[src/rtl/ram_port_arbiter_if.sv]
// Requester and RAM-side signal bundle for ram_port_arbiter.
// The slave modport is the arbiter's view; master is the requesters plus the RAM.
interface ram_port_arbiter_if;
    logic        if_req_valid;
    logic [31:0] if_req_addr;
    logic        if_req_ready;
    logic        if_flush;
    logic        if_rsp_valid;
    logic [31:0] if_rsp_data;

    logic        ls_req_valid;
    logic        ls_req_we;
    logic [31:0] ls_req_addr;
    logic [31:0] ls_req_wdata;
    logic        ls_req_ready;
    logic        ls_rsp_valid;
    logic [31:0] ls_rsp_data;

    logic        ram_rd_en;
    logic [31:0] ram_rd_addr;
    logic [31:0] ram_rd_data;
    logic        ram_wr_en;
    logic [31:0] ram_wr_addr;
    logic [31:0] ram_wr_data;

    modport slave (
        input  if_req_valid, if_req_addr, if_flush,
        output if_req_ready, if_rsp_valid, if_rsp_data,
        input  ls_req_valid, ls_req_we, ls_req_addr, ls_req_wdata,
        output ls_req_ready, ls_rsp_valid, ls_rsp_data,
        output ram_rd_en, ram_rd_addr, ram_wr_en, ram_wr_addr, ram_wr_data,
        input  ram_rd_data
    );

    modport master (
        output if_req_valid, if_req_addr, if_flush,
        input  if_req_ready, if_rsp_valid, if_rsp_data,
        output ls_req_valid, ls_req_we, ls_req_addr, ls_req_wdata,
        input  ls_req_ready, ls_rsp_valid, ls_rsp_data,
        input  ram_rd_en, ram_rd_addr, ram_wr_en, ram_wr_addr, ram_wr_data,
        output ram_rd_data
    );
endinterface

[src/rtl/ram_port_arbiter.sv]
// Shares one RAM between fetch (IF) and load/store (LS); command 1 cycle after accept, read data RD_LATENCY+1 after.
// Backpressure: LS strict priority via combinational readys; RAM_ARB_STARVE_GUARD_EN lets starved IF win.
module ram_port_arbiter #(
    parameter int RD_LATENCY   = 1,
    parameter int STARVE_LIMIT = 4
) (
    input  logic              clk,
    input  logic              reset_n,
    ram_port_arbiter_if.slave bus
);
    localparam int TAG_DEPTH = RD_LATENCY + 1;

    logic                 w_if_rdy;
    logic                 w_ls_rdy;
    logic                 w_if_acc;
    logic                 w_ls_acc;
    logic                 w_rd_acc;
    logic                 w_wr_acc;
    logic                 w_tail_if;
    logic                 w_tail_ls;

    logic                 r_rd_en;
    logic [31:0]          r_rd_addr;
    logic                 r_wr_en;
    logic [31:0]          r_wr_addr;
    logic [31:0]          r_wr_data;
    logic [TAG_DEPTH-1:0] r_tag_vld;
    logic [TAG_DEPTH-1:0] r_tag_own;

`ifdef RAM_ARB_STARVE_GUARD_EN
    localparam int CNT_W = $clog2(STARVE_LIMIT + 1);

    logic [CNT_W-1:0] r_starve_cnt;
    logic             w_starved;

    assign w_starved = (r_starve_cnt == CNT_W'(STARVE_LIMIT));

    always_comb begin
        w_ls_rdy = reset_n;
        w_if_rdy = reset_n && !bus.ls_req_valid && !bus.if_flush;
        if (w_starved) begin
            w_ls_rdy = 1'b0;
            w_if_rdy = reset_n && !bus.if_flush;
        end
    end

    always_ff @(posedge clk or negedge reset_n) begin
        if (!reset_n) begin
            r_starve_cnt <= '0;
        end else if (!bus.if_req_valid || bus.if_flush || w_if_acc) begin
            r_starve_cnt <= '0;
        end else if (!w_starved) begin
            r_starve_cnt <= r_starve_cnt + 1'b1;
        end
    end
`else
    logic w_unused_starve_limit;

    assign w_unused_starve_limit = (STARVE_LIMIT > 0);

    always_comb begin
        w_ls_rdy = reset_n;
        w_if_rdy = reset_n && !bus.ls_req_valid && !bus.if_flush;
    end
`endif

    assign w_if_acc = bus.if_req_valid && w_if_rdy;
    assign w_ls_acc = bus.ls_req_valid && w_ls_rdy;
    assign w_rd_acc = w_if_acc || (w_ls_acc && !bus.ls_req_we);
    assign w_wr_acc = w_ls_acc && bus.ls_req_we;

    always_ff @(posedge clk or negedge reset_n) begin
        if (!reset_n) begin
            r_rd_en   <= 1'b0;
            r_rd_addr <= '0;
            r_wr_en   <= 1'b0;
            r_wr_addr <= '0;
            r_wr_data <= '0;
        end else begin
            r_rd_en <= w_rd_acc;
            r_wr_en <= w_wr_acc;
            if (w_if_acc) begin
                r_rd_addr <= bus.if_req_addr;
            end else if (w_rd_acc) begin
                r_rd_addr <= bus.ls_req_addr;
            end
            if (w_wr_acc) begin
                r_wr_addr <= bus.ls_req_addr;
                r_wr_data <= bus.ls_req_wdata;
            end
        end
    end

    // Owner bit: 1 = LS. Flush kills IF entries as they shift, so the tail is already clean next cycle.
    always_ff @(posedge clk or negedge reset_n) begin
        if (!reset_n) begin
            r_tag_vld <= '0;
            r_tag_own <= '0;
        end else begin
            r_tag_vld[0] <= w_rd_acc;
            r_tag_own[0] <= w_ls_acc;
            for (int i = 1; i < TAG_DEPTH; i++) begin
                r_tag_vld[i] <= r_tag_vld[i-1] && !(bus.if_flush && !r_tag_own[i-1]);
                r_tag_own[i] <= r_tag_own[i-1];
            end
        end
    end

    assign w_tail_if = r_tag_vld[TAG_DEPTH-1] && !r_tag_own[TAG_DEPTH-1] && !bus.if_flush;
    assign w_tail_ls = r_tag_vld[TAG_DEPTH-1] &&  r_tag_own[TAG_DEPTH-1];

    assign bus.if_req_ready = w_if_rdy;
    assign bus.ls_req_ready = w_ls_rdy;
    assign bus.if_rsp_valid = w_tail_if;
    assign bus.if_rsp_data  = w_tail_if ? bus.ram_rd_data : 32'h0;
    assign bus.ls_rsp_valid = w_tail_ls;
    assign bus.ls_rsp_data  = w_tail_ls ? bus.ram_rd_data : 32'h0;
    assign bus.ram_rd_en    = r_rd_en;
    assign bus.ram_rd_addr  = r_rd_addr;
    assign bus.ram_wr_en    = r_wr_en;
    assign bus.ram_wr_addr  = r_wr_addr;
    assign bus.ram_wr_data  = r_wr_data;
endmodule
[src/flat_wrapper.sv]
// flat-port wrapper written by rule: the top's interface ports become plain ports
module ram_port_arbiter_flat 
#(
    parameter int RD_LATENCY   = 1,
    parameter int STARVE_LIMIT = 4
)
  (clk, reset_n, bus_if_req_valid, bus_if_req_addr, bus_if_flush, bus_if_req_ready, bus_if_rsp_valid, bus_if_rsp_data, bus_ls_req_valid, bus_ls_req_we, bus_ls_req_addr, bus_ls_req_wdata, bus_ls_req_ready, bus_ls_rsp_valid, bus_ls_rsp_data, bus_ram_rd_en, bus_ram_rd_addr, bus_ram_wr_en, bus_ram_wr_addr, bus_ram_wr_data, bus_ram_rd_data);
  ram_port_arbiter_if bus_i ();
  input  logic clk;
  input  logic reset_n;
  input wire logic [$bits(bus_i.if_req_valid)-1:0] bus_if_req_valid;
  input wire logic [$bits(bus_i.if_req_addr)-1:0] bus_if_req_addr;
  input wire logic [$bits(bus_i.if_flush)-1:0] bus_if_flush;
  output wire logic [$bits(bus_i.if_req_ready)-1:0] bus_if_req_ready;
  output wire logic [$bits(bus_i.if_rsp_valid)-1:0] bus_if_rsp_valid;
  output wire logic [$bits(bus_i.if_rsp_data)-1:0] bus_if_rsp_data;
  input wire logic [$bits(bus_i.ls_req_valid)-1:0] bus_ls_req_valid;
  input wire logic [$bits(bus_i.ls_req_we)-1:0] bus_ls_req_we;
  input wire logic [$bits(bus_i.ls_req_addr)-1:0] bus_ls_req_addr;
  input wire logic [$bits(bus_i.ls_req_wdata)-1:0] bus_ls_req_wdata;
  output wire logic [$bits(bus_i.ls_req_ready)-1:0] bus_ls_req_ready;
  output wire logic [$bits(bus_i.ls_rsp_valid)-1:0] bus_ls_rsp_valid;
  output wire logic [$bits(bus_i.ls_rsp_data)-1:0] bus_ls_rsp_data;
  output wire logic [$bits(bus_i.ram_rd_en)-1:0] bus_ram_rd_en;
  output wire logic [$bits(bus_i.ram_rd_addr)-1:0] bus_ram_rd_addr;
  output wire logic [$bits(bus_i.ram_wr_en)-1:0] bus_ram_wr_en;
  output wire logic [$bits(bus_i.ram_wr_addr)-1:0] bus_ram_wr_addr;
  output wire logic [$bits(bus_i.ram_wr_data)-1:0] bus_ram_wr_data;
  input wire logic [$bits(bus_i.ram_rd_data)-1:0] bus_ram_rd_data;
  assign bus_i.if_req_valid = bus_if_req_valid;
  assign bus_i.if_req_addr = bus_if_req_addr;
  assign bus_i.if_flush = bus_if_flush;
  assign bus_if_req_ready = bus_i.if_req_ready;
  assign bus_if_rsp_valid = bus_i.if_rsp_valid;
  assign bus_if_rsp_data = bus_i.if_rsp_data;
  assign bus_i.ls_req_valid = bus_ls_req_valid;
  assign bus_i.ls_req_we = bus_ls_req_we;
  assign bus_i.ls_req_addr = bus_ls_req_addr;
  assign bus_i.ls_req_wdata = bus_ls_req_wdata;
  assign bus_ls_req_ready = bus_i.ls_req_ready;
  assign bus_ls_rsp_valid = bus_i.ls_rsp_valid;
  assign bus_ls_rsp_data = bus_i.ls_rsp_data;
  assign bus_ram_rd_en = bus_i.ram_rd_en;
  assign bus_ram_rd_addr = bus_i.ram_rd_addr;
  assign bus_ram_wr_en = bus_i.ram_wr_en;
  assign bus_ram_wr_addr = bus_i.ram_wr_addr;
  assign bus_ram_wr_data = bus_i.ram_wr_data;
  assign bus_i.ram_rd_data = bus_ram_rd_data;
  ram_port_arbiter #(.RD_LATENCY(RD_LATENCY), .STARVE_LIMIT(STARVE_LIMIT)) u_core (.clk(clk), .reset_n(reset_n), .bus(bus_i));
endmodule
[config.mk]
export PLATFORM = sky130hd
export DESIGN_NAME = ram_port_arbiter_flat
export DESIGN_NICKNAME = d
export VERILOG_FILES = /design/src/rtl/ram_port_arbiter_if.sv /design/src/rtl/ram_port_arbiter.sv /design/src/flat_wrapper.sv
export SDC_FILE = /design/constraint.sdc
export NUM_CORES = 1
export LEC_CHECK = 0
export CELL_PAD_IN_SITES_DETAIL_PLACEMENT = 1
export CELL_PAD_IN_SITES_GLOBAL_PLACEMENT = 1
export CORE_MARGIN = 10
export CORE_UTILIZATION = 26
export DETAILED_ROUTE_END_ITERATION = 6
export HOLD_SLACK_MARGIN = 0.02
export PLACE_DENSITY_LB_ADDON = 0.1
export SYNTH_ARGS = -nofsm -noshare
export SYNTH_HDL_FRONTEND = slang
export SYNTH_SLANG_ARGS = --single-unit
[constraint.sdc]
create_clock -name clk -period 1.7 [get_ports clk]
set_input_delay 0.34 -clock clk [delete_from_list [all_inputs] [get_ports clk]]
set_output_delay 0.34 -clock clk [all_outputs]
set_load 0.005 [all_outputs]
==> summary.md, run 1 <==
| Metric | Value |
|---|---|
| Worst min-delay path category | in -> async |
| Max transition margin | 0.702 |
| Syn Nets | between 500 and 600 |
| Post-DR vias/cell | between 4 and 5 |
| Total length of routed wires | 21500 um |
| Worst setup slack after placement | -0.555 ns |
| Type of destination of the critical path | output port |
| Sequential share of the synthesized area | 0.566 |
| Pwr Density | 834 nW/um2 |
| Cell with the largest stage delay on the worst path | sky130_fd_sc_hd__dfrtp_2 |
| Setup_tns | -9.31 ns |
| Biggest cell delay along the critical path | around 0.45 ns |
| Cell area after synthesis | about 4500 um2 |
| Clock skew | 0.00222 ns |
| Least-Margin Pin Slew | roughly 0.45 ns |
| CP startpoint kind | flop |
| Final layout net count | 853 |
| Placement Rows | 47 |
| Leakage dissipation | 0.00374 uW |
| Number of sinks handled by clock tree synthesis | between 100 and 150 |
| Synthesis warning total | 0 |
| Number of standard cells in the layout, taps in and fillers out | between 900 and 1000 |
| Hold Worst Slack | around 0.024 ns |
| Starting density of the core | 0.267 |
| Clock period minus final worst setup slack | 1.99 ns |
| Register area | 2530 um2 |
| Last element of the critical path | bus_if_rsp_data[11] |
| Worst Setup SP | u_core.r_tag_own[1] |
| Post-DP HPWL | 16100 um |
| Number of optimization iterations in the first detailed-route pass | 4 |
| Inserted Clock Buffers | 9 |
| Worst-case reg-to-reg path depth | 1 |
| Pin count of the biggest net entering global routing | slightly below 80 |
| RD Place Congestion | 0.796 |
| Register-to-Register Setup Slack | around 0.9 ns |
| Count of final hold-check violations | 0 |
| Worst endpoint data arrival time | about 1.7 ns |
| First-pass GRT wire length | between 30000 and 40000 um |
| Drt wl/cell | between 20 and 25 um |
| Instance count of the mapped netlist | roughly 400 |
| Max Freq | a little over 500 MHz |
| Total grt overflow | 0 |
| DRC violation count after routing | 0 |
| Number of port buffers | between 200 and 300 |
| H-tree depth reported by CTS | 3 |
| Die H | between 150 and 200 um |
| Status | complete, but fails checks |
| Via Count | 4381 |
| Share of cells above drive strength 1 | 0.260 |
| Peak VDD IR | around 0.48 mV |
| Area grow syn2layout | 93.4% |
| DRC violation total after the first TritonRoute iteration | ~110 |
| Commonest cells after routing, fill and taps aside | 230 x sky130_fd_sc_hd__clkdlybuf4s50_1, 99 x sky130_fd_sc_hd__dfrtp_1, 65 x sky130_fd_sc_hd__nand2_1 |
| Post-synthesis sequential element count | about 100 |
| Number of global-route vias before repair | about 5000 |
| Max-cap violations | 0 |
| Mean cell area of the mapped netlist | roughly 11 um2 |
| Critical path data required time | 1.36 ns |
| Startpoint of the worst-slack reg-to-reg timing path | u_core.bus.ram_wr_data[27] |
| Cells along the critical path | nor3b_4, buf_6, clkbuf_16, and2_1, buf_2 |
| Number of antenna diodes | 0 |
| Die area | ~23000 um2 |
| Failing checks | negative setup slack |
| Clock Tree Buf Depth | 2 |
| Number of placed cells counting well taps | between 900 and 1000 |
| Post-route clock period utilization | 1.17 |
| Layout filler cell count | between 1500 and 2000 |
| Clock tree from TritonCTS | built |
| Final ANT Viol Nets | 0 |
| Ports | 300 |
| RSZ-0062 raised after global routing | yes |
| Destination of the worst register-to-register timing path | u_core.bus.ram_wr_data[27] |
| Category of the critical setup timing path | reg -> out |
| All-Layer GR Usage | 0.177 |
| Latest clock arrival within the worst-skew pair | 0.35 ns |
| CTS root buf | sky130_fd_sc_hd__clkbuf_16 |
| Final WS setup | -0.290 ns |
| Maximum fanout along the worst path | 8 |
| Count of endpoints failing setup in the final report | 64 |
| Antenna violations before repair | 0 |
| Pins over their slew limit | 0 |
| Distinct cells, synth | 19 |
| Horizontal extent of the die | around 150 um |
| Most common library cell in the layout ignoring fill and taps | sky130_fd_sc_hd__clkdlybuf4s50_1 |
| Clock-pin slew on the worst setup and hold paths | 0.07 ns |
| Area of the core region | 16700 um2 |
| Area of combinational cells with multiple inputs | between 1500 and 2000 um2 |
worst max-delay path: cells and delay by family (launching register included):
kind                   cells  cell delay (ns)
and+or+nand+nor            2             0.38
buffers and inverters      3             0.46
DFF                        1             0.45
worst min path at each step:
stage	start	end	cells past startpoint
2_1_floorplan	reset_n	u_core.bus.ram_rd_addr[0]	0
3_3_place_gp	reset_n	u_core.bus.ram_rd_addr[8]	1
3_5_place_dp	reset_n	u_core.bus.ram_rd_addr[8]	1
4_1_cts	reset_n	u_core.bus.ram_wr_addr[4]	2
5_1_grt	reset_n	u_core.r_tag_vld[1]	2
6_report	reset_n	u_core.r_tag_vld[1]	2
synthesized netlist by cell type (all sizes together):
library cell | n | share of area
buf | 18 | 0.028
nor3b | 2 | 0.0045
a31oi | 32 | 0.045
nor2 | 32 | 0.027
clkbuf | 13 | 0.011
nand2 | 65 | 0.055
and3 | 33 | 0.046
nand4bb | 1 | 0.0025
and3b | 1 | 0.0020
mux2 | 64 | 0.16
nand3b | 1 | 0.0017
a21boi | 1 | 0.0017
and2 | 34 | 0.048
inv | 1 | 0.00084
dfrtp | 101 | 0.57
cell families (layout without fill, tap and decap cells):
kind of cell | Yosys count | count (layout) | share of synthesized area
AO/OA/AOI/OAI | 33 | 33 | 0.0465
buffers and inverters | 32 | 357 | 0.0401
flip-flops | 101 | 101 | 0.566
multiplexers | 64 | 64 | 0.161
AND/OR/NAND/NOR | 169 | 169 | 0.186
report_power, final:
group / leakage, uW / internal [uW] / total (uW) / switching, uW
clock network: 0.000122 / 1000 / 1960 / 959
logic: 0.00241 / 1420 / 2180 / 764
registers: 0.00120 / 2840 / 3060 / 222
metrics by stage:
step | power [uW] | instance area (um2) | util
6_report | 7210 | 8640 | 0.517
5_1_grt | 7630 | 8640 | 0.517
4_1_cts | 7290 | 8330 | 0.499
3_5_place_dp | 5220 | 7820 | 0.468
3_3_place_gp | 5150 | 7820 | 0.468
2_1_floorplan | 3590 | 4470 | -
routing by layer:
layer | GRT usage | vias up | part of all wire
met5 | 0 | - | 0
met4 | 0.0587 | 0 | 0.022
met3 | 0.0800 | 21 | 0.11
met2 | 0.332 | 205 | 0.53
met1 | 0.168 | 2153 | 0.34
li1 | - | 2002 | -
what timing repair did:
action / 4_1_cts / 5_1_grt
endpoints found under the setup margin: 67 / 67
buffers inserted: 9 / 6
pin swaps: 3 / 12
hold endpoints to repair: 1 / 6
gates resized for setup: 255 / 137
hold buffers: 1 / 1
gates cloned: 6 / 2
registers in the layout (all words and copies together) (netlist names):
| signal | flops |
|---|---|
| u_core.bus.ram_rd_addr | 32 |
| u_core.bus.ram_wr_addr | 32 |
| u_core.bus.ram_wr_en | 1 |
| u_core.r_tag_vld | 2 |
| u_core.r_tag_own | 2 |
| u_core.bus.ram_wr_data | 32 |
area by class of cell:
class                      count  share of cell area
multi-input combinational    266               0.228
clock inverter                 6             0.00550
tap                          220              0.0319
timing repair buffer         340               0.415
inverter                       1            0.000435
clock buffer                  10              0.0265
sequential                   101               0.293
Note: power is estimated with default switching activity, not from simulation.
==> run 2: changes to the inputs <==
--- a/config.mk
+++ b/config.mk
@@ -5,6 +5,7 @@
 export SDC_FILE = /design/constraint.sdc
 export NUM_CORES = 1
 export LEC_CHECK = 0
+export ABC_AREA = 1
 export CELL_PAD_IN_SITES_DETAIL_PLACEMENT = 1
 export CELL_PAD_IN_SITES_GLOBAL_PLACEMENT = 1
 export CORE_MARGIN = 10
==> summary.md, run 2 <==
| Metric | Value |
|---|---|
| Dominant cell by count in the synthesized netlist | sky130_fd_sc_hd__nand2_1 |
| Post-DR vias/cell | approximately 4.4 |
| Most instantiated cells after synthesis | 263 x sky130_fd_sc_hd__nand2_1, 101 x sky130_fd_sc_hd__dfrtp_1, 70 x sky130_fd_sc_hd__inv_1 |
| Number of standard cells in the layout, taps in and fillers out | 1258 |
| Crit path buffers/inverters | 2 |
| Latest clock arrival within the worst-skew pair | approximately 0.34 ns |
| Commonest cells after routing, fill and taps aside | 261 x sky130_fd_sc_hd__nand2_1, 231 x sky130_fd_sc_hd__clkdlybuf4s50_1, 100 x sky130_fd_sc_hd__dfrtp_1 |
| Starting density of the core | 0.263 |
| Clock period minus final worst setup slack | around 1.8 ns |
| RSZ-0062 raised after global routing | yes |
| Share of cells above drive strength 1 | 0.183 |
| DRC violation count after routing | 0 |
| Mean cell area of the mapped netlist | 7.49 um2 |
| Pin count of the biggest net entering global routing | between 40 and 50 |
| Most common library cell in the layout ignoring fill and taps | sky130_fd_sc_hd__nand2_1 |
| Cell area after synthesis | roughly 5000 um2 |
| Critical path data required time | about 1.4 ns |
| Pins over their slew limit | 0 |
| Maximum fanout along the worst path | 17 |
| Die area | ~26000 um2 |
| Max transition margin | 0.681 |
| Synthesis warning total | 0 |
| CP startpoint kind | flop |
| Clock tree from TritonCTS | built |
| Max-cap violations | 0 |
| Final ANT Viol Nets | 0 |
| Length of routed wiring on met1 | about 10000 um |
| Setup_tns | -2.67 ns |
| Share of the synthesized area in the top cell type | 0.496 |
| Met2 Wirelength | ~12000 um |
| Status | complete, but fails checks |
| Clock skew | between 0.0002 and 0.00025 ns |
| Total grt overflow | 0 |
| Distinct cells, synth | 19 |
| Horizontal extent of the die | 160 um |
| Leakage dissipation | between 0.004 and 0.005 uW |
| Number of optimization iterations in the first detailed-route pass | 4 |
| Total length of routed wires | between 20000 and 25000 um |
| Area of the core region | 19300 um2 |
| Final WS setup | -0.0928 ns |
| Category of the critical setup timing path | reg -> out |
| Worst min-delay path category | in -> async |
| Post-synthesis cell type with the largest combined area | sky130_fd_sc_hd__dfrtp_1 |
| Top delay family on crit path | flip-flops |
| Antenna violations before repair | 1 |
| Sequential share of the synthesized area | 0.496 |
| Final layout net count | 1122 |
| Highest routed metal layer | met4 |
| Clock Tree Buf Depth | 2 |
| Hold Worst Slack | 0.109 ns |
| Count of final hold-check violations | 0 |
| Drt wl/cell | between 15 and 20 um |
| Peak VDD IR | ~0.44 mV |
| Pwr Density | 841 nW/um2 |
| Biggest cell delay along the critical path | roughly 0.44 ns |
| Placement Rows | 51 |
| Number of port buffers | roughly 300 |
| Failing checks | negative setup slack |
| Syn Nets | around 810 |
| RD Place Congestion | 0.767 |
| Worst endpoint data arrival time | approximately 1.5 ns |
| Met3 routed wirelength | about 1600 um |
| CTS root buf | sky130_fd_sc_hd__clkbuf_16 |
| All-Layer GR Usage | 0.183 |
| Via Count | ~5500 |
| Register-to-Register Setup Slack | about 1.0 ns |
| H-tree depth reported by CTS | 3 |
| Ports | 300 |
| First-pass GRT wire length | around 37000 um |
| Clock-pin slew on the worst setup and hold paths | around 0.07 ns |
| Type of destination of the critical path | output port |
| Post-route clock period utilization | 1.05 |
| Commonest register cell after synthesis | sky130_fd_sc_hd__dfrtp_1 |
| Post-synthesis sequential element count | about 100 |
| Inserted Clock Buffers | 9 |
| Area grow syn2layout | 71.4% |
| Main area contributors after synthesis | sky130_fd_sc_hd__dfrtp_1 50%, sky130_fd_sc_hd__nand2_1 19%, sky130_fd_sc_hd__nand3_1 6.3%, sky130_fd_sc_hd__inv_1 5.2%, sky130_fd_sc_hd__nor2_1 4.8% |
| Max Freq | approximately 560 MHz |
| Number of placed cells counting well taps | about 1200 |
| DRC violation total after the first TritonRoute iteration | 300 |
| Number of global-route vias before repair | 5782 |
| Async SR Flop Fraction | 1.00 |
| Number of sinks handled by clock tree synthesis | approximately 100 |
| Cell with the largest stage delay on the worst path | sky130_fd_sc_hd__dfrtp_2 |
| Count of endpoints failing setup in the final report | 41 |
| Count of flip-flops with a built-in enable after synthesis | 0 |
| Instance count of the mapped netlist | 680 |
| Die H | 160 um |
| Post-DP HPWL | between 15000 and 20000 um |
| Cells along the critical path | nor2_4, nand2_4, buf_12, nor2_2, buf_2 |
| Least-Margin Pin Slew | around 0.48 ns |
| Worst setup slack after placement | -0.469 ns |
==> run 2: cell types whose count changed in the layout (fill, tap and decap cells not counted), sizes merged, moves of 9 or more <==
cell    previous run  this run
mux2              64         0
nand3              0        64
clkbuf            14        23
inv                3        72
and3              33         0
nand2             65       294
and2              34         0
nor2              32        66
a31oi             32         0
nand4              0        33
==> run 2: cell families after synthesis <==
| group | synth area share |
|---|---|
| AOI/OAI and AO/OA | 0.00147 |
| buffers and inverters | 0.117 |
| DFF | 0.496 |
| and+or+nand+nor | 0.386 |
==> run 2: tightest hold or removal path, stage by stage <==
cell and delay, ns:
sky130_fd_sc_hd__buf_4 0.16, sky130_fd_sc_hd__buf_12 0.12, sky130_fd_sc_hd__buf_4 0.17
==> run 2: final cells by class <==
type	count	area [um2]
fillers	2401	10600
repair buffers	344	3230
flip-flops and latches	101	2530
multi-input cells	459	2040
well taps	265	332
inverters	73	275
clock buffers	10	239
clock inverters	5	75.1
diodes	1	2.50
==> run 2: metrics by stage <==
stage	power (uW)	utilization	area, um2
global placement	5160	0.440	8510
detailed placement	5190	0.440	8510
finish	7340	0.451	8730
CTS	7480	0.453	8760
global route	7780	0.451	8730
floorplan	3630	-	5090
==> run 2: power breakdown <==
group / switching (uW) / total (uW) / internal [uW]
registers: 207 / 3000 / 2790
logic: 866 / 2100 / 1230
clock network: 927 / 2240 / 1320
total: 2000 / 7340 / 5340
==> run 2: repair_timing <==
item | CTS | global route
pin swaps | 3 | 3
setup endpoints to repair | 67 | 64
endpoints found under the hold margin | 3 | 0
cloned | 4 | 1
buffers inserted | 0 | 1
hold buffers | 1 | 0
gates resized for setup | 215 | 61
==> run 2: worst paths after layout <==
path,cells after the start,from,end
min in group clk,0,u_core.r_tag_own[0],u_core.r_tag_own[1]
max,5,u_core.r_tag_own[1],bus_if_rsp_data[17]
min reg2reg,0,u_core.r_tag_own[0],u_core.r_tag_own[1]
min,3,reset_n,u_core.bus.ram_wr_addr[0]
max reg2reg,1,u_core.r_tag_own[0],u_core.r_tag_vld[1]
max in group asynchronous,2,reset_n,u_core.bus.ram_rd_addr[6]
==> run 2: metal layers <==
| layer | vias up | GRT usage |
|---|---|---|
| met5 | - | 0 |
| met4 | 0 | 0.0572 |
| met3 | 21 | 0.0542 |
| met2 | 197 | 0.323 |
| met1 | 2588 | 0.207 |
| li1 | 2691 | - |
==> run 3: changes to the inputs <==
--- a/config.mk
+++ b/config.mk
@@ -10,6 +10,7 @@
 export CELL_PAD_IN_SITES_GLOBAL_PLACEMENT = 1
 export CORE_MARGIN = 10
 export CORE_UTILIZATION = 26
+export CTS_BUF_LIST = sky130_fd_sc_hd__clkbuf_8
 export DETAILED_ROUTE_END_ITERATION = 6
 export HOLD_SLACK_MARGIN = 0.02
 export PLACE_DENSITY_LB_ADDON = 0.1
==> summary.md, run 3 (synthesis results as in run 2) <==
| Metric | Value |
|---|---|
| Worst min-delay path category | in -> async |
| First-pass GRT wire length | between 30000 and 40000 um |
| Worst setup slack after placement | -0.469 ns |
| H-tree depth reported by CTS | 3 |
| Total grt overflow | 0 |
| Maximum fanout along the worst path | 16 |
| Max Freq | around 540 MHz |
| DRC violation total after the first TritonRoute iteration | between 200 and 300 |
| Clock-pin slew on the worst setup and hold paths | 0.10 ns |
| Final layout net count | 1125 |
| Number of port buffers | roughly 300 |
| Die area | between 20000 and 30000 um2 |
| Register-to-Register Setup Slack | around 1.0 ns |
| Type of destination of the critical path | output port |
| Area of combinational cells with multiple inputs | around 2100 um2 |
| Peak VDD IR | between 0.3 and 0.4 mV |
| Pins over their slew limit | 0 |
| Status | complete, but fails checks |
| Worst-case reg-to-reg path depth | 1 |
| Fraction of met3 tracks used by global routing | 0.0535 |
| Worst endpoint data arrival time | roughly 1.5 ns |
| Max-cap violations | 0 |
| Clock tree from TritonCTS | built |
| Least-Margin Pin Slew | around 0.48 ns |
| Post-DR vias/cell | 4.39 |
| Count of endpoints failing setup in the final report | 46 |
| All-Layer GR Usage | 0.183 |
| Final WS setup | -0.147 ns |
| Placement Rows | between 50 and 60 |
| CP startpoint kind | flop |
| Share of cells above drive strength 1 | 0.196 |
| CTS root buf | sky130_fd_sc_hd__clkbuf_8 |
| Pin count of the biggest net entering global routing | 45 |
| Via Count | between 5000 and 6000 |
| Die H | around 160 um |
| Cells along the critical path | nor2_4, nand2_4, buf_16, nor2_1, buf_2 |
| Count of final hold-check violations | 0 |
| Post-route clock period utilization | 1.09 |
| Commonest cells after routing, fill and taps aside | 261 x sky130_fd_sc_hd__nand2_1, 229 x sky130_fd_sc_hd__clkdlybuf4s50_1, 100 x sky130_fd_sc_hd__dfrtp_1 |
| Cell with the largest stage delay on the worst path | sky130_fd_sc_hd__dfrtp_2 |
| Layout filler cell count | between 2000 and 2500 |
| Setup_tns | -4.82 ns |
| Destination of the worst register-to-register timing path | u_core.r_tag_vld[1] |
| Number of global-route vias before repair | slightly below 6000 |
| Antenna violations before repair | 1 |
| Leakage dissipation | 0.00464 uW |
| Ports | 300 |
| Clock period minus final worst setup slack | approximately 1.8 ns |
| Worst Setup SP | u_core.r_tag_own[1] |
| Inserted Clock Buffers | 9 |
| Post-DP HPWL | 18800 um |
| Drt wl/cell | 19.4 um |
| Last element of the critical path | bus_if_rsp_data[11] |
| Most common library cell in the layout ignoring fill and taps | sky130_fd_sc_hd__nand2_1 |
| Clock skew | 0.00121 ns |
| RD Place Congestion | 0.767 |
| Failing checks | negative setup slack |
| Max transition margin | 0.683 |
| Area of the core region | a little under 20000 um2 |
| Number of sinks handled by clock tree synthesis | between 100 and 150 |
| Starting density of the core | 0.263 |
| Startpoint of the worst-slack reg-to-reg timing path | u_core.r_tag_own[0] |
| RSZ-0062 raised after global routing | yes |
| Clock Tree Buf Depth | 2 |
| Total length of routed wires | around 24000 um |
| Pwr Density | 781 nW/um2 |
| Number of optimization iterations in the first detailed-route pass | 4 |
| Top delay family on crit path | flip-flops |
| Category of the critical setup timing path | reg -> out |
| Biggest cell delay along the critical path | roughly 0.45 ns |
| Critical path data required time | between 1 and 1.5 ns |
| Crit path buffers/inverters | 2 |
| Latest clock arrival within the worst-skew pair | approximately 0.37 ns |
| Register area | 2530 um2 |
| Count of cell instances traversed by the critical path | 5 |
| DRC violation count after routing | 0 |
| Met1 track demand over resource in global routing | 0.208 |
| Most congested layer reported by global routing | met2 |
| Horizontal extent of the die | roughly 160 um |
| Area grow syn2layout | 72.1% |
| Met2 Use GR | 0.325 |
| Final ANT Viol Nets | 0 |
-- run 3: changes by cell type in the layout (fill, tap and decap cells not counted), sizes merged --
cell | before | now
clkbuf | 23 | 14
buf | 94 | 106
dlygate4sd2 | 4 | 5
bufbuf | 1 | 0
clkdlybuf4s50 | 231 | 229
dlymetal6s2s | 0 | 2
-- run 3: worst min-delay path, stage by stage --
cell and delay (ns):
sky130_fd_sc_hd__buf_4 0.16, sky130_fd_sc_hd__buf_12 0.12, sky130_fd_sc_hd__buf_4 0.17
-- run 3: per-layer routing --
metal  wire (um)  part of all wire
met3        1670             0.068
met5           0                 0
met2       12400              0.51
met1       10000              0.41
met4         347             0.014
-- run 3: how the worst min path moves through the flow --
stage	startpoint	end	slack (ns)	depth (start not counted)
floorplan	reset_n	u_core.bus.ram_rd_addr[0]	0.04	0
global placement	reset_n	u_core.bus.ram_wr_addr[2]	0.19	1
detailed placement	reset_n	u_core.bus.ram_wr_addr[3]	0.19	1
CTS	reset_n	u_core.bus.ram_wr_data[29]	0.06	3
global route	reset_n	u_core.bus.ram_wr_data[29]	0.06	3
finish	reset_n	u_core.bus.ram_wr_addr[0]	0.08	3
-- run 3: through the flow --
stage	utilization	power, uW	cell area [um2]	instances	hold slack (ns)
after floorplan	-	3630	5090	680	0.0444
after global placement	0.440	5160	8510	1236	0.192
after detailed placement	0.440	5190	8510	1236	0.193
after CTS	0.447	6950	8650	1256	0.0642
after global routing	0.453	7260	8760	1261	0.0587
final	0.453	6840	8760	1261	0.0774
-- run 3: what timing repair did --
item	CTS	global route
pin swaps	3	4
hold buffers	1	0
cloned	4	1
endpoints found under the hold margin	3	0
setup buffers	0	4
gates resized for setup	216	97
endpoints found under the setup margin	67	68
-- run 3: where the power goes --
part           switching (uW)  total [uW]  leakage, uW  internal (uW)
Combinational             879        2110      0.00328           1230
Clock                     876        1730     0.000112            856
Sequential                207        3000      0.00125           2790
-- run 3: cell type report --
class | instances | area share
repair buffers | 347 | 0.378
clock inverters | 5 | 0.00857
multi-input cells | 459 | 0.240
well taps | 265 | 0.0378
diodes | 1 | 0.000286
inverters | 73 | 0.0314
clock buffers | 10 | 0.0157
flip-flops and latches | 101 | 0.289
